### src/rtl/match_controller.sv
// Best-of-N fight sequencer: divides CLK into game ticks, gates the game core to FIGHT,
// pulses round_rst on every COUNTDOWN entry and keeps round wins and the match winner.
module match_controller #(
    parameter int TICK_DIV        = 20000000,
    parameter int COUNTDOWN_TICKS = 3,
    parameter int ROUND_TICKS     = 30,
    parameter int END_HOLD_TICKS  = 2,
    parameter int ROUNDS_TO_WIN   = 2
) (
    input  logic       CLK,
    input  logic       RST_N,
    input  logic       start,
    input  logic [1:0] p1_health,
    input  logic [1:0] p2_health,
    output logic       game_tick,
    output logic       round_rst,
    output logic [2:0] state,
    output logic [7:0] timer,
    output logic [1:0] round_num,
    output logic [1:0] p1_rounds,
    output logic [1:0] p2_rounds,
    output logic [1:0] winner
);
    // state      | meaning
    // S_IDLE     | waiting for start after reset
    // S_COUNT    | pre-round countdown, core frozen
    // S_FIGHT    | core steps on every tick, KO/timeout watched
    // S_END      | hold after a round, then next round or match over
    // S_OVER     | result shown until start
    localparam logic [2:0] S_IDLE  = 3'd0;
    localparam logic [2:0] S_COUNT = 3'd1;
    localparam logic [2:0] S_FIGHT = 3'd2;
    localparam logic [2:0] S_END   = 3'd3;
    localparam logic [2:0] S_OVER  = 3'd4;

    localparam int         CW       = $clog2(TICK_DIV);
    localparam logic [CW-1:0] CNT_LAST = CW'(TICK_DIV - 1);
    localparam logic [7:0] CD_LOAD  = 8'(COUNTDOWN_TICKS);
    localparam logic [7:0] RT_LOAD  = 8'(ROUND_TICKS);
    localparam logic [7:0] EH_LOAD  = 8'(END_HOLD_TICKS);
    localparam logic [1:0] RTW      = 2'(ROUNDS_TO_WIN);

    logic [CW-1:0] cnt, cnt_nxt;
    logic          tick_en, tick_nxt, last_tick, ko;
    logic [2:0]    state_nxt;
    logic [7:0]    timer_nxt;
    logic [1:0]    round_nxt, p1_nxt, p2_nxt, winner_nxt;
    logic          rst_nxt;

    assign tick_en   = (cnt == CNT_LAST);
    assign cnt_nxt   = tick_en ? '0 : cnt + CW'(1);
    assign tick_nxt  = (cnt_nxt == CNT_LAST);
    assign last_tick = tick_en && (timer == 8'd1);
    assign ko        = (p1_health == 2'd0) || (p2_health == 2'd0);

    always_comb begin
        state_nxt  = state;
        timer_nxt  = timer;
        round_nxt  = round_num;
        p1_nxt     = p1_rounds;
        p2_nxt     = p2_rounds;
        winner_nxt = winner;
        rst_nxt    = 1'b0;
        case (state)
            S_IDLE, S_OVER: begin
                if (start) begin
                    state_nxt  = S_COUNT;
                    timer_nxt  = CD_LOAD;
                    round_nxt  = 2'd1;
                    p1_nxt     = 2'd0;
                    p2_nxt     = 2'd0;
                    winner_nxt = 2'b00;
                    rst_nxt    = 1'b1;
                end
            end
            S_COUNT: begin
                if (last_tick) begin
                    state_nxt = S_FIGHT;
                    timer_nxt = RT_LOAD;
                end else if (tick_en) begin
                    timer_nxt = timer - 8'd1;
                end
            end
            S_FIGHT: begin
                // KO and timeout landing together collapse into one round end
                if (ko || last_tick) begin
                    state_nxt = S_END;
                    timer_nxt = EH_LOAD;
                    if (p1_health > p2_health) begin
                        if (p1_rounds != RTW) p1_nxt = p1_rounds + 2'd1;
                    end else if (p2_health > p1_health) begin
                        if (p2_rounds != RTW) p2_nxt = p2_rounds + 2'd1;
                    end
                end else if (tick_en) begin
                    timer_nxt = timer - 8'd1;
                end
            end
            S_END: begin
                if (last_tick) begin
                    if (p1_rounds == RTW) begin
                        state_nxt  = S_OVER;
                        timer_nxt  = 8'd0;
                        winner_nxt = 2'b01;
                    end else if (p2_rounds == RTW) begin
                        state_nxt  = S_OVER;
                        timer_nxt  = 8'd0;
                        winner_nxt = 2'b10;
                    end else if (round_num == 2'd3) begin
                        state_nxt = S_OVER;
                        timer_nxt = 8'd0;
                        if (p1_rounds > p2_rounds)      winner_nxt = 2'b01;
                        else if (p2_rounds > p1_rounds) winner_nxt = 2'b10;
                        else                            winner_nxt = 2'b11;
                    end else begin
                        state_nxt = S_COUNT;
                        timer_nxt = CD_LOAD;
                        round_nxt = round_num + 2'd1;
                        rst_nxt   = 1'b1;
                    end
                end else if (tick_en) begin
                    timer_nxt = timer - 8'd1;
                end
            end
            default: begin
                state_nxt = S_IDLE;
                timer_nxt = 8'd0;
            end
        endcase
    end

    // game_tick is registered one cycle early so it lines up with tick_en in FIGHT
    always_ff @(posedge CLK or negedge RST_N) begin
        if (!RST_N) begin
            cnt       <= '0;
            state     <= S_IDLE;
            timer     <= 8'd0;
            round_num <= 2'd0;
            p1_rounds <= 2'd0;
            p2_rounds <= 2'd0;
            winner    <= 2'b00;
            round_rst <= 1'b0;
            game_tick <= 1'b0;
        end else begin
            cnt       <= cnt_nxt;
            state     <= state_nxt;
            timer     <= timer_nxt;
            round_num <= round_nxt;
            p1_rounds <= p1_nxt;
            p2_rounds <= p2_nxt;
            winner    <= winner_nxt;
            round_rst <= rst_nxt;
            game_tick <= tick_nxt && (state_nxt == S_FIGHT);
        end
    end
endmodule

### config.mk
export PLATFORM = sky130hd
export DESIGN_NAME = match_controller
export DESIGN_NICKNAME = d
export VERILOG_FILES = /design/src/rtl/match_controller.sv
export SDC_FILE = /design/constraint.sdc
export NUM_CORES = 1
export LEC_CHECK = 0
export ABC_AREA = 1
export ABC_CLOCK_PERIOD_IN_PS = 2500
export CORE_MARGIN = 8
export CORE_UTILIZATION = 50
export CTS_BUF_LIST = sky130_fd_sc_hd__clkbuf_4
export DETAILED_ROUTE_END_ITERATION = 7
export DONT_BUFFER_PORTS = 1
export MAX_ROUTING_LAYER = met4
export SLEW_MARGIN = 30
export SYNTH_ARGS = -nofsm -noshare
export SYNTH_HDL_FRONTEND = slang
export SYNTH_SLANG_ARGS = --single-unit
### constraint.sdc
create_clock -name CLK -period 2.5 [get_ports CLK]
set_input_delay 0.5 -clock CLK [delete_from_list [all_inputs] [get_ports CLK]]
set_output_delay 0.5 -clock CLK [all_outputs]
set_load 0.1 [all_outputs]
# Word level (Yosys, flattened, before mapping)
# Index checks and enable logic that the tools add are counted.
[classes]
add_sub_neg = 5
magnitude_cmp = 4
n_eq_ne = 25
muxes = 47
reduce_logical = 14
[ops]
columns = ["op", "count"]
rows = [
  ["$eq 25x25->1 const B", 2],
  ["$mux 2", 21],
  ["$mux 8", 5],
  ["$pmux 8 s4", 1],
  ["$ne 2x2->1 const B", 13],
  ["$add 25x1->25 const B", 1],
  ["$mux 25", 1],
  ["$mux 3", 7],
  ["$pmux 2 s2", 4],
  ["$pmux 3 s4", 1],
  ["$reduce_and 6->1", 2],
  ["$eq 3x2->1 const B", 3],
  ["$eq 8x1->1 const B", 1],
  ["$gt 2x2->1", 4],
  ["$sub 8x1->8 const B", 1],
  ["$add 2x1->2 const B", 3],
  ["$eq 2x2->1 const B", 3],
  ["$mux 1", 6],
  ["$reduce_and 5->1", 1],
  ["$logic_not 2->1", 2],
  ["$ne 4x4->1 const B", 1],
  ["$reduce_and 4->1", 1],
  ["$reduce_bool 2->1", 2],
  ["$eq 3x1->1 const B", 1],
  ["other kinds (6)", 8],
]
[totals]
register_bits = 46
inputBits = 7
output_inout_bits = 21
elab_cells = 104

# Logic depth before layout (Yosys ltp)
# Gate-level depths: netlist of the first run.
[logic_depth]
ltp_word = 8
mapped_depth = 14
ltp_nobuf = 14

# Worst setup path before layout of the first run
# Ideal clock, no wire load.
[synth_timing]
kind = "reg-to-reg"
start = "register p2_rounds[0]"
end = "register round_num[0]"
setup_time_ns = 0.159
arrival_ns = 2.154
t_required_ns = 2.341
slack_ns = 0.187
path_stages_with_launch = 11
n_path_buf = 0
synth_period_minus_slack_ns = 2.313
cell_sequence = "dfrtp_1 -> inv_1 -> ha_1 -> nor2_1 -> nand2_1 -> nor2_1 -> nand4_1 -> nand2_1 -> inv_2 -> o21ai_1 -> o21ai_1"
[synth_via]
elab_chain_cells = 3
[synth_lines]
columns = ["item", "line_no", "source"]
rows = [
  ["start, declared", "21", "output logic [1:0] p2_rounds,"],
  ["start signal, assigned", "149", "p2_rounds <= p2_nxt;"],
  ["$eq 2x2->1", "104", "end else if (p2_rounds == RTW) begin"],
  ["$ne 2x2->1 (no source line)", "-", ""],
  ["$reduce_and 6->1 (no source line)", "-", ""],
  ["end signal, assigned", "147", "round_num <= round_nxt;"],
  ["end, declared", "19", "output logic [1:0] round_num,"],
]
# No other way between the ends.
# A chain may end at the register's enable or synchronous reset.

# Worst setup path after layout of the first run
[layout_timing]
start = "register cnt[0]"
end = "register game_tick"
[layout_via]
elab_chain_cells = 7
word_cells_on_any_way = 12
classes_between = "add/sub: 1; eq/ne: 3; mux: 5; reduce/logical: 3"
[layout_lines]
columns = ["item", "line_no", "source"]
rows = [
  ["start, declared", "43", "logic [CW-1:0] cnt, cnt_nxt;"],
  ["start signal, assigned", "144", "cnt <= cnt_nxt;"],
  ["branches (longest 6 deep; another with $add 25x1->25)", "-", ""],
  ["$logic_and 1x1->1 (*)", "152", "game_tick <= tick_nxt && (state_nxt == S_FIGHT);"],
  ["end signal, assigned", "152", ""],
  ["end, declared", "15", "output logic game_tick,"],
]
# Mark *: on every way between the ends.

==> results of run 1 <==
## cell type report
type,instances,area [sq um]
Tap cell,75,93.8
Sequential cell,46,1150
Fill cell,585,2480
Inverter,81,309
Clock inverter,3,63.8
Multi-Input combinational cell,308,1590
Timing Repair Buffer,23,195
Clock buffer,5,37.5
## per-layer routing
metal | up-vias | part of all wire [%] | GRT usage [%] | wire, microns
met5 | - | 0 | - | 0
met4 | 0 | 2.1 | 5.94 | 167
met3 | 14 | 4.5 | 3.60 | 364
met2 | 74 | 48 | 33.3 | 3920
met1 | 1287 | 45 | 24.7 | 3640
li1 | 1433 | - | - | -
## registers in the layout (all words and copies together), names as in the netlist
| signal | count |
|---|---|
| game_tick | 1 |
| cnt | 25 |
| round_rst | 1 |
| state | 3 |
| p1_rounds | 2 |
| winner | 2 |
| p2_rounds | 2 |
| round_num | 2 |
| timer | 8 |
## worst paths after layout
| check | start | slack, ns | end |
|---|---|---|---|
| setup reg to reg | cnt[0] | 0.38 | game_tick |
| hold reg to reg | cnt[0] | 0.52 | cnt[0] |
| hold / removal | start | 0.30 | timer[0] |
| min in group asynchronous | RST_N | 0.62 | cnt[9] |
| max in group asynchronous | RST_N | 1.65 | state[1] |
| setup / recovery | cnt[0] | 0.38 | game_tick |
## synth_stat cells
master / number
inv_1: 73
nand3_1: 34
clkinv_1: 1
a211oi_1: 1
a21boi_0: 1
clkinv_4: 1
nor2_8: 1
xnor2_1: 1
nor2_4: 3
xor2_1: 10
nor2_1: 68
o211ai_1: 2
o21bai_1: 1
a21oi_1: 9
o21ai_0: 6
ha_1: 10
nand2_1: 100
o2111ai_1: 1
nand2b_1: 1
buf_4: 1
o22a_1: 1
o21ai_1: 12
nand2_2: 3
nand2_4: 4
nor3_2: 1
o22ai_1: 4
nand3_2: 3
a21oi_2: 1
inv_2: 6
o31ai_1: 1
nand4_1: 13
and2_1: 1
dfrtp_1: 46
nor3_1: 6
nor2_2: 9
## tightest hold or removal path, cell delays in order
cell and delay [ns]:
nor2_1 0.04, nand2_1 0.06, nand2_1 0.04
## stage by stage
stage          instance area [sq um]  setup WS, ns  hold WS (ns)
6_report                        3440         0.384         0.296
5_1_grt                         3440         0.237         0.318
4_1_cts                         3440         0.375         0.290
3_5_place_dp                    3300         0.380         0.206
3_3_place_gp                    3300         0.453         0.206
2_1_floorplan                   3060         0.187         0.204
## cells by family (layout without fill, tap and decap cells)
family,count (synthesis),in the layout,synth area share [%]
AO/OA/AOI/OAI,40,40,7.57
buffers and inverters,82,112,10.3
XOR/XNOR,11,11,3.15
AND/OR/NAND/NOR,247,247,37.2
adder cells (fa/ha/maj),10,10,4.09
flip-flops,46,46,37.6
## timing repair
| item | 4_1_cts | 5_1_grt |
|---|---|---|
| endpoints found under the setup margin | 0 | 0 |
| endpoints found under the hold margin | 46 | 0 |
| hold buffers | 2 | 0 |
## power breakdown
part	switching, uW	internal [uW]	total [uW]	leakage (uW)
clock network	258	308	566	0.0000528
registers	1.09	746	747	0.000577
logic	41.9	16.0	57.9	0.00118
total	301	1070	1370	0.00181
## cells in the final DEF, fill, tap and decap left out, drive strengths merged
cell type,instances
a211oi,1
a21boi,1
a21oi,10
and2,1
buf,22
bufinv,2
clkbuf,5
clkinv,3
dfrtp,46
dlygate4sd3,1
ha,10
inv,79
nand2,107
nand2b,1
nand3,37
nand4,13
nor2,81
nor3,7
o2111ai,1
o211ai,2
o21ai,18
o21bai,1
o22a,1
o22ai,4
o31ai,1
xnor2,1
xor2,10
==> metrics.md, run 1 <==
| Metric | Value |
|---|---|
| Crit Path Max Fanout | 10 |
| CP delay by family, top | simple AND/OR/NAND/NOR gates |
| WL per Instance | around 15 microns |
| Syn_area_per_cell | ~7.0 sq um |
| CTS clk-pin slew, worst paths | between 0.1 and 0.15 ns |
| Die Footprint | 8880 sq um |
| Antenna violations before repair | 0 |
| Post-Route WL | around 8.1 mm |
| Setup TNS Final | 0 ns |
| Setup Skew | approximately 0.0085 ns |
| Placed Instances | about 530 |
| CP Depth | 12 |
| Slowest cell on the critical path | dfrtp_1 |
| Drt pass-1 iters | 5 |
| Post-DR vias/cell | 5.19 |
| Yosys top cell area share | around 38% |
| Global-route wire length before repair | between 10 and 15 mm |
| Hold WC Path Type | input pin to register |
| Synthesized net count | 453 |
| Num rows | 28 |
| Tot Pwr | 1370 uW |
| Synth top area cells | dfrtp_1, nand2_1, inv_1, nor2_1, nand3_1 |
| RSZ-0062 raised after global routing | false |
| Cell variety after synth | 35 |
| Largest net degree at the start of global routing | 47 |
| Final ANT Viol Nets | 0 |
| Largest area contributor in the netlist | dfrtp_1 |
| Yosys reg bits | between 40 and 50 |
| Core footprint | 5920 sq um |
| Relative slew slack | 40.9% |
| Gr usage total | about a fifth |
| Fin. max-slew vios | 0 |
| Diodes inserted | 0 |
| Finished Layout Cells | 541 |
| Die Span Y | 94.2 microns |
| Final hold vios | 0 |
| Leak | 0.00181 uW |
| Fmax | between 400 and 500 MHz |
| Bufs on Longest Clock Path | 2 |
| Final setup fails | 0 |
| Sink Count | 46 |
| Critical-path cell list | ha_1 -> inv_1 -> nor2_4 -> nand2_4 -> clkinv_4 -> nand2_4 -> nor2_8 -> nand4_1 -> nand3_1 -> nor2_1 -> nand3_1 -> nor2_2 |
| CP Capture Type | register |
| Residual DRC count | 0 |
| Startpoint Class | register |
| Period minus WS final | between 2 and 2.5 ns |
| CTS Root Cell | clkbuf_4 |
| Port Buffers | 0 |
| Die Width | 94.2 microns |
| Worst path arrival time | 2.40 ns |
| Dpl hpwl | between 6 and 7 mm |
| Vias in the first global route | 2847 |
| Status | complete, no violations |
| Reg2reg path depth | 12 |
| Max rail drop VDD | roughly 0.00021 V |
| Synthesis-to-finish area growth | 12.5% |
| Post-Route Utilization | 58.1% |
| I/O pin count | 28 |
| CP Data Required Time | about 2.8 ns |
| Cells after Synth | around 440 |
| Global placement routability congestion | between 0.9 and 1 |
| Post-CTS Setup Inserts | 0 |
| Grt ovf | 0 |
| Hold Path Depth | 3 |
| CTS buffer count | 5 |
| Synth Warn # | 0 |
| Max-cap violations | 0 |
| H-tree depth | 2 |
| Iteration-0 DRC Markers | about 110 |
| TritonCTS clock tree | done |
| Post-CTS Resized | 0 |
| Via count | ~2800 |
| Worst skew pair latency | 0.37 ns |
| Layout cell share with drive strength beyond 1 | between 10% and 20% |
| Crit path kind | register to register |
| Synthesized area | 3060 sq um |
| Register area share after synthesis | a little under two fifths |
| CP bufs+invs | 2 |
| Initial Util | around half |
| Power Density | ~400 nW/um^2 |
| Tcrit/Tclk final | a little over four fifths |
| Slew @ Worst Pin | just under 0.9 ns |
| Nets | approximately 480 |
| CP peak stage delay | between 0.4 and 0.5 ns |
Power figures use the tool's default switching activity.
==> run 2: changes to the inputs <==
--- a/config.mk
+++ b/config.mk
@@ -6,13 +6,14 @@
 export NUM_CORES = 1
 export LEC_CHECK = 0
 export ABC_AREA = 1
-export ABC_CLOCK_PERIOD_IN_PS = 2500
+export ABC_CLOCK_PERIOD_IN_PS = 1700
 export CORE_MARGIN = 8
 export CORE_UTILIZATION = 50
 export CTS_BUF_LIST = sky130_fd_sc_hd__clkbuf_4
 export DETAILED_ROUTE_END_ITERATION = 7
 export DONT_BUFFER_PORTS = 1
 export MAX_ROUTING_LAYER = met4
+export PLACE_DENSITY = 0.68
 export SLEW_MARGIN = 30
 export SYNTH_ARGS = -nofsm -noshare
 export SYNTH_HDL_FRONTEND = slang
==> constraint.sdc (replaced) <==
create_clock -name CLK -period 1.7 [get_ports CLK]
set_input_delay 0.34 -clock CLK [delete_from_list [all_inputs] [get_ports CLK]]
set_output_delay 0.34 -clock CLK [all_outputs]
set_load 0.1 [all_outputs]
==> run 2 against run 1 <==
Against the previous run:
- the run now ends with setup timing left
- clock-buffer cell count did not move
- setup slack got worse by 0.48 ns
- global-route usage rose by 1.3 points
- hold slack got worse by 0.16 ns
- combinational power rose by 63%
- via count rose by 17%
- sequential power rose by 47%
- critical path type unchanged
==> metrics.md, run 2 (same netlist as run 1, synthesis figures left out) <==
| Metric | Value |
|---|---|
| Status | finished with violations (was complete, no violations) |
| Violations in the final reports | setup timing |
| RSZ-0062 raised after global routing | true (was false) |
| Placed Instances | 604 (was 531) |
| Sink Count | 46 (unchanged) |
| Power Density | 449 nW/um^2 (was 398 nW/um^2) |
| Grt ovf | 0 (unchanged) |
| Slowest cell on the critical path | dfrtp_1 (unchanged) |
| Finished Layout Cells | 625 (was 541) |
| Initial Util | 51.7% (unchanged) |
| Core footprint | 5920 sq um (unchanged) |
| Register with the most flip-flops | cnt (unchanged) |
| Post-DR vias/cell | 5.26 (was 5.19) |
| Critical-path cell list | ha_2 -> inv_2 -> nor2_4 -> nand2_4 -> nor2_4 -> nand2_4 -> nand2_1 -> nor2_2 -> nand3_2 -> nor2_2 -> nand3_1 -> nor2_2 (was ha_1 -> inv_1 -> nor2_4 -> nand2_4 -> clkinv_4 -> nand2_4 -> nor2_8 -> nand4_1 -> nand3_1 -> nor2_1 -> nand3_1 -> nor2_2) |
| Max-cap violations | 0 (unchanged) |
| Net Sw Frac | 21.8% (was 22.0%) |
| Most common cell after layout, fill and taps aside | buf_4 (was nand2_1) |
| Nets | 566 (was 482) |
| I/O pin count | 28 (unchanged) |
| Port Buffers | 0 (unchanged) |
| Vias in the first global route | 3133 (was 2847) |
| Internal power | 1580 uW (was 1070 uW) |
| Gr usage total | 21.5% (was 20.3%) |
| Tcrit/Tclk final | 106% (was 84.6%) |
| Leak | 0.00226 uW (was 0.00181 uW) |
| Hold WC Path Type | input pin to register (unchanged) |
| Worst skew pair latency | 0.37 ns (about the same) |
| Largest register FFs | 25 (unchanged) |
| Antenna violations before repair | 0 (unchanged) |
| Die Span Y | 94.2 microns (unchanged) |
| Via count | 3287 (was 2808) |
| CTS Root Cell | clkbuf_4 (unchanged) |
| Crit path kind | register to register (unchanged) |
| Synthesis-to-finish area growth | 46.8% (was 12.5%) |
| Relative slew slack | 76.9% (was 40.9%) |
| Worst path arrival time | 2.12 ns (was 2.40 ns) |
| Diodes inserted | 0 (unchanged) |
| Largest net degree at the start of global routing | 47 (unchanged) |
| CP Capture Type | register (unchanged) |
| Drt pass-1 iters | 5 (unchanged) |
| Iteration-0 DRC Markers | 246 (was 113) |
| Post-route setup slack | -0.0988 ns (was 0.384 ns) |
| Period minus WS final | 1.80 ns (was 2.12 ns) |
| Max rail drop VDD | 0.000463 V (was 0.000210 V) |
| Crit Path Max Fanout | 6 (was 10) |
| CP Data Required Time | 2.02 ns (was 2.78 ns) |
| Reg power frac | 54.5% (about the same) |
| Setup Skew | 0.0296 ns (was 0.00846 ns) |
| Clock Power Share | 40.8% (was 41.3%) |
| Final hold vios | 0 (unchanged) |
| DP Area | 3960 sq um (was 3300 sq um) |
| Layout cell share with drive strength beyond 1 | 40.9% (was 13.1%) |
| CTS buffer count | 5 (unchanged) |
| CP peak stage delay | 0.41 ns (was 0.44 ns) |
| Fmax | 556 MHz (was 473 MHz) |
| Most frequent cells in the layout | buf_4, nand2_1, inv_1, nor2_1, dfrtp_1 (was nand2_1, inv_1, nor2_1, dfrtp_1, nand3_1) |
| CTS clk-pin slew, worst paths | 0.16 ns (was 0.14 ns) |
| Largest regs | cnt x25, timer x8, state x3 (unchanged) |
| Global-route wire length before repair | 14.8 mm (was 13.9 mm) |
| Net Switching | 440 uW (was 301 uW) |
| WL per Instance | 14.9 microns (was 15.0 microns) |
| Residual DRC count | 0 (unchanged) |
| Post-Route WL | 9.28 mm (was 8.09 mm) |
| Crit-path most repeated cell | nor2_2 |
| Global placement routability congestion | 0.955 (was 0.907) |
| Pre-CTS setup slack | -0.171 ns (was 0.380 ns) |
| Fin. max-slew vios | 0 (unchanged) |
| Final ANT Viol Nets | 0 (unchanged) |
| Combinational power share | 4.7% (was 4.2%) |
| Die Width | 94.2 microns (unchanged) |
| Final hold slack | 0.135 ns (was 0.296 ns) |
| Final setup fails | 16 (was 0) |
| Final instance area | 4490 sq um (was 3440 sq um) |
| Bufs on Longest Clock Path | 2 (unchanged) |
| Num rows | 28 (unchanged) |
| TritonCTS clock tree | done (unchanged) |
| Die Footprint | 8880 sq um (unchanged) |
| Startpoint Class | register (unchanged) |
| Slew @ Worst Pin | 0.345 ns (was 0.887 ns) |
| H-tree depth | 2 (unchanged) |
| Fillers | 435 (was 585) |
| Dpl hpwl | 6.92 mm (was 6.46 mm) |
==> run 2: worst paths after layout <==
kind                               from            to  slack [ns]  cells past startpoint
setup / recovery                 cnt[0]     game_tick        -0.1                     12
hold / removal                    start      timer[0]        0.13                      3
setup reg to reg                 cnt[0]     game_tick        -0.1                     12
hold reg to reg            p1_rounds[1]  p1_rounds[1]        0.57                      2
max in group asynchronous         RST_N  round_num[0]        0.98                      2
min in group asynchronous         RST_N       cnt[23]        0.45                      2
==> run 2: power groups by stage <==
stage / Combinational, uW / Clock [uW] / Sequential (uW)
after detailed placement: 55.9 / 0 / 1120
after global placement: 55.3 / 0 / 1120
after global routing: 105 / 891 / 1100
after floorplan: 26.1 / 0 / 1140
after CTS: 90.7 / 846 / 1100
final: 94.3 / 823 / 1100
==> run 2: per-layer routing <==
| layer | vias up | global-route usage [%] | share of wire (%) |
|---|---|---|---|
| li1 | 1604 | - | - |
| met1 | 1594 | 28.2 | 45 |
| met2 | 81 | 33.3 | 49 |
| met3 | 8 | 3.92 | 5.3 |
| met4 | 0 | 5.55 | 0.81 |
| met5 | - | - | 0 |
==> run 2: final cells by class <==
class / instances / area (sq um) / share of cell area (%)
Tap cell: 75 / 93.8 / 2.09
Timing Repair Buffer: 107 / 841 / 18.7
Clock buffer: 5 / 37.5 / 0.836
Sequential cell: 46 / 1200 / 26.7
Clock inverter: 3 / 63.8 / 1.42
Multi-Input combinational cell: 308 / 1940 / 43.1
Inverter: 81 / 317 / 7.05
==> run 2: repair_timing <==
| action | in CTS | in global routing |
|---|---|---|
| resized for setup | 28 | 53 |
| hold buffers | 2 | 0 |
| pin swaps | 10 | 29 |
| endpoints found under the setup margin | 17 | 19 |
| buffers inserted | 3 | 8 |
| endpoints found under the hold margin | 46 | 0 |
==> run 2: through the flow <==
stage	power [uW]	util (%)	setup TNS [ns]
6_report	2020	75.8	-0.802
3_3_place_gp	1180	66.9	-0.833
3_5_place_dp	1180	66.9	-1.70
4_1_cts	2040	71.3	-0.698
2_1_floorplan	1170	-	-0.355
5_1_grt	2100	75.8	-2.45
==> run 2: critical path: cells and delay by family, from the launching register on <==
kind / cells / cell delay (ns)
flip-flops: 1 / 0.41
adder cells (fa/ha/maj): 1 / 0.20
AND/OR/NAND/NOR: 10 / 1.06
buffers and inverters: 1 / 0.08
==> run 3: changes to the inputs <==
--- a/config.mk
+++ b/config.mk
@@ -6,7 +6,7 @@
 export NUM_CORES = 1
 export LEC_CHECK = 0
 export ABC_AREA = 1
-export ABC_CLOCK_PERIOD_IN_PS = 1700
+export ABC_CLOCK_PERIOD_IN_PS = 1600
 export CORE_MARGIN = 8
 export CORE_UTILIZATION = 50
 export CTS_BUF_LIST = sky130_fd_sc_hd__clkbuf_4
==> constraint.sdc (replaced) <==
create_clock -name CLK -period 1.6 [get_ports CLK]
set_input_delay 0.32 -clock CLK [delete_from_list [all_inputs] [get_ports CLK]]
set_output_delay 0.32 -clock CLK [all_outputs]
set_load 0.1 [all_outputs]
==> run 3 against run 2 <==
Against the previous run:
- the run still ends with setup timing left
- core utilization increased by 5.8 points
- first-iteration DRC count increased by 12%
- total power increased by 1.6%
- sequential cell count unchanged
- clock power decreased by 5.5%
- critical path depth decreased by 2
- final cell count increased by 5.1%
- critical path type unchanged
==> metrics.md, run 3 (same netlist as run 1, synthesis figures left out) <==
| Metric | Value |
|---|---|
| CP Data Required Time | 1.94 ns (was 2.02 ns) |
| Internal power | 1530 uW (was 1580 uW) |
| TritonCTS clock tree | done (unchanged) |
| Worst skew pair latency | 0.39 ns (was 0.37 ns) |
| Grt peak-use layer | met2 (unchanged) |
| Fmax | 511 MHz (was 556 MHz) |
| I/O pin count | 28 (unchanged) |
| Global placement routability congestion | 0.980 (was 0.955) |
| Reg power frac | 57.0% (was 54.5%) |
| Flop2flop setup slack | -0.36 ns (was -0.1 ns) |
| Final instance area | 4830 sq um (was 4490 sq um) |
| Die Span Y | 94.2 microns (unchanged) |
| Grt ovf | 0 (unchanged) |
| Net Switching | 522 uW (was 440 uW) |
| Core footprint | 5920 sq um (unchanged) |
| Worst Min Path Start | start (unchanged) |
| Post-route setup slack | -0.357 ns (was -0.0988 ns) |
| Violations in the final reports | setup timing (unchanged) |
| Largest regs | cnt x25, timer x8, state x3 (unchanged) |
| CP Capture Type | register (unchanged) |
| Slew @ Worst Pin | 0.367 ns (was 0.345 ns) |
| Fin. max-slew vios | 0 (unchanged) |
| Relative slew slack | 75.4% (was 76.9%) |
| Worst path arrival time | 2.29 ns (was 2.12 ns) |
| Largest net degree at the start of global routing | 47 (unchanged) |
| Clock Power Share | 38.0% (was 40.8%) |
| Crit path kind | register to register (unchanged) |
| Combinational power share | 5.0% (was 4.7%) |
| Port Buffers | 0 (unchanged) |
| Setup TNS Final | -5.43 ns (was -0.802 ns) |
| DP Area | 4190 sq um (was 3960 sq um) |
| Status | finished with violations (unchanged) |
| R2r startpoint | cnt[5] (was cnt[0]) |
| Finished Layout Cells | 657 (was 625) |
| WL per Instance | 15.9 microns (was 14.9 microns) |
| Gr usage total | 22.8% (was 21.5%) |
| H-tree depth | 2 (unchanged) |
| CTS clk-pin slew, worst paths | 0.18 ns (was 0.16 ns) |
| Hold WC Path Type | input pin to register (unchanged) |
| Power Density | 424 nW/um^2 (was 449 nW/um^2) |
| Final setup fails | 34 (was 16) |
| Register with the most flip-flops | cnt (unchanged) |
| Sink Count | 46 (unchanged) |
| Net Sw Frac | 25.4% (was 21.8%) |
| CTS Root Cell | clkbuf_4 (unchanged) |
| Global Route met3 Usage | 4.32% (was 3.92%) |
| RSZ-0062 raised after global routing | true (unchanged) |
| Bufs on Longest Clock Path | 2 (unchanged) |
| Post-Route WL | 10.5 mm (was 9.28 mm) |
| Met2 Resource Use GR | 36.5% (was 33.3%) |
| Largest register FFs | 25 (unchanged) |
| Tcrit/Tclk final | 122% (was 106%) |
| Antenna violations before repair | 0 (unchanged) |
| Max-cap violations | 0 (unchanged) |
| CTS buffer count | 5 (unchanged) |
| Worst setup path start | cnt[5] (was cnt[0]) |
| Global-route wire length before repair | 15.6 mm (was 14.8 mm) |
| Vias in the first global route | 3385 (was 3133) |
| Max rail drop VDD | 0.000410 V (was 0.000463 V) |
| Die Width | 94.2 microns (unchanged) |
| Placed Instances | 632 (was 604) |
| Final hold vios | 0 (unchanged) |
| Global Route met1 Usage | 28.2% (about the same) |
| Initial Util | 51.7% (unchanged) |
| Layout cell share with drive strength beyond 1 | 48.1% (was 40.9%) |
| Startpoint Class | register (unchanged) |
| Leak | 0.00239 uW (was 0.00226 uW) |
| Dpl hpwl | 7.23 mm (was 6.92 mm) |
| Diodes inserted | 0 (unchanged) |
| Most frequent cells in the layout | buf_4, nand2_1, inv_1, nor2_1, dfrtp_1 (unchanged) |
| Most common cell after layout, fill and taps aside | buf_4 (unchanged) |
| Synthesis-to-finish area growth | 58.0% (was 46.8%) |
| Post-DR vias/cell | 5.34 (was 5.26) |
| Period minus WS final | 1.96 ns (was 1.80 ns) |
| Final ANT Viol Nets | 0 (unchanged) |
| Setup Skew | 0.0263 ns (was 0.0296 ns) |
| Drt pass-1 iters | 5 (unchanged) |
| Num rows | 28 (unchanged) |
| Crit Path Max Fanout | 4 (was 6) |
| Iteration-0 DRC Markers | 275 (was 246) |
| Nets | 598 (was 566) |
| Residual DRC count | 0 (unchanged) |
| Via count | 3510 (was 3287) |
| Die Footprint | 8880 sq um (unchanged) |
run 3: worst max-delay path: stages (launching register included):
cell and delay, ns:
dfrtp_1 0.41, nand2_1 0.15, nor2_2 0.22, nand2_4 0.12, buf_4 0.17, nor2_2 0.12
xor2_1 0.23, nand4_1 0.11, nor2_1 0.12, nand3_1 0.12, nor2_2 0.13
run 3: final cells by class:
type / instances / area (sq um)
clock buffer: 5 / 37.5
clock inverter: 3 / 43.8
fill: 372 / 1090
inverter: 81 / 317
multi-input combinational: 308 / 2050
sequential: 46 / 1200
tap: 75 / 93.8
timing repair buffer: 139 / 1090
run 3: what timing repair did:
item / in CTS / in global routing
hold buffers: 2 / 0
pin swaps: 17 / 33
gates resized for setup: 37 / 73
setup endpoints to repair: 27 / 38
endpoints found under the hold margin: 46 / 0
setup buffers: 9 / 7
run 3: per-stage QoR:
step / setup slack (ns) / utilization, % / power (uW) / hold slack, ns
after detailed placement: -0.330 / 70.7 / 1250 / 0.0260
after global routing: -0.479 / 81.7 / 2100 / 0.167
after global placement: -0.275 / 70.7 / 1250 / 0.0261
final: -0.357 / 81.7 / 2050 / 0.185
after CTS: -0.229 / 76.1 / 2050 / 0.139
after floorplan: -0.212 / - / 1240 / 0.0244
run 3: power by group through the flow:
stage,Combinational (uW),Sequential (uW),Clock [uW]
2_1_floorplan,28.0,1210,0
3_3_place_gp,60.3,1190,0
4_1_cts,99.5,1170,777
5_1_grt,113,1170,821
3_5_place_dp,61.2,1190,0
6_report,102,1170,778
run 3: layer usage:
| layer | share of wire (%) | wire length [microns] |
|---|---|---|
| met1 | 41 | 4350 |
| met2 | 49 | 5140 |
| met3 | 6.0 | 624 |
| met4 | 3.5 | 365 |
| met5 | 0 | 0 |
run 3: path summary, 6_finish.rpt:
kind / to / cells after the start
worst max-delay path: game_tick / 10
worst min-delay path: timer[0] / 4
max in group asynchronous: round_num[1] / 2
min in group asynchronous: game_tick / 2
worst min register to register: p1_rounds[1] / 2
worst max register to register: game_tick / 10
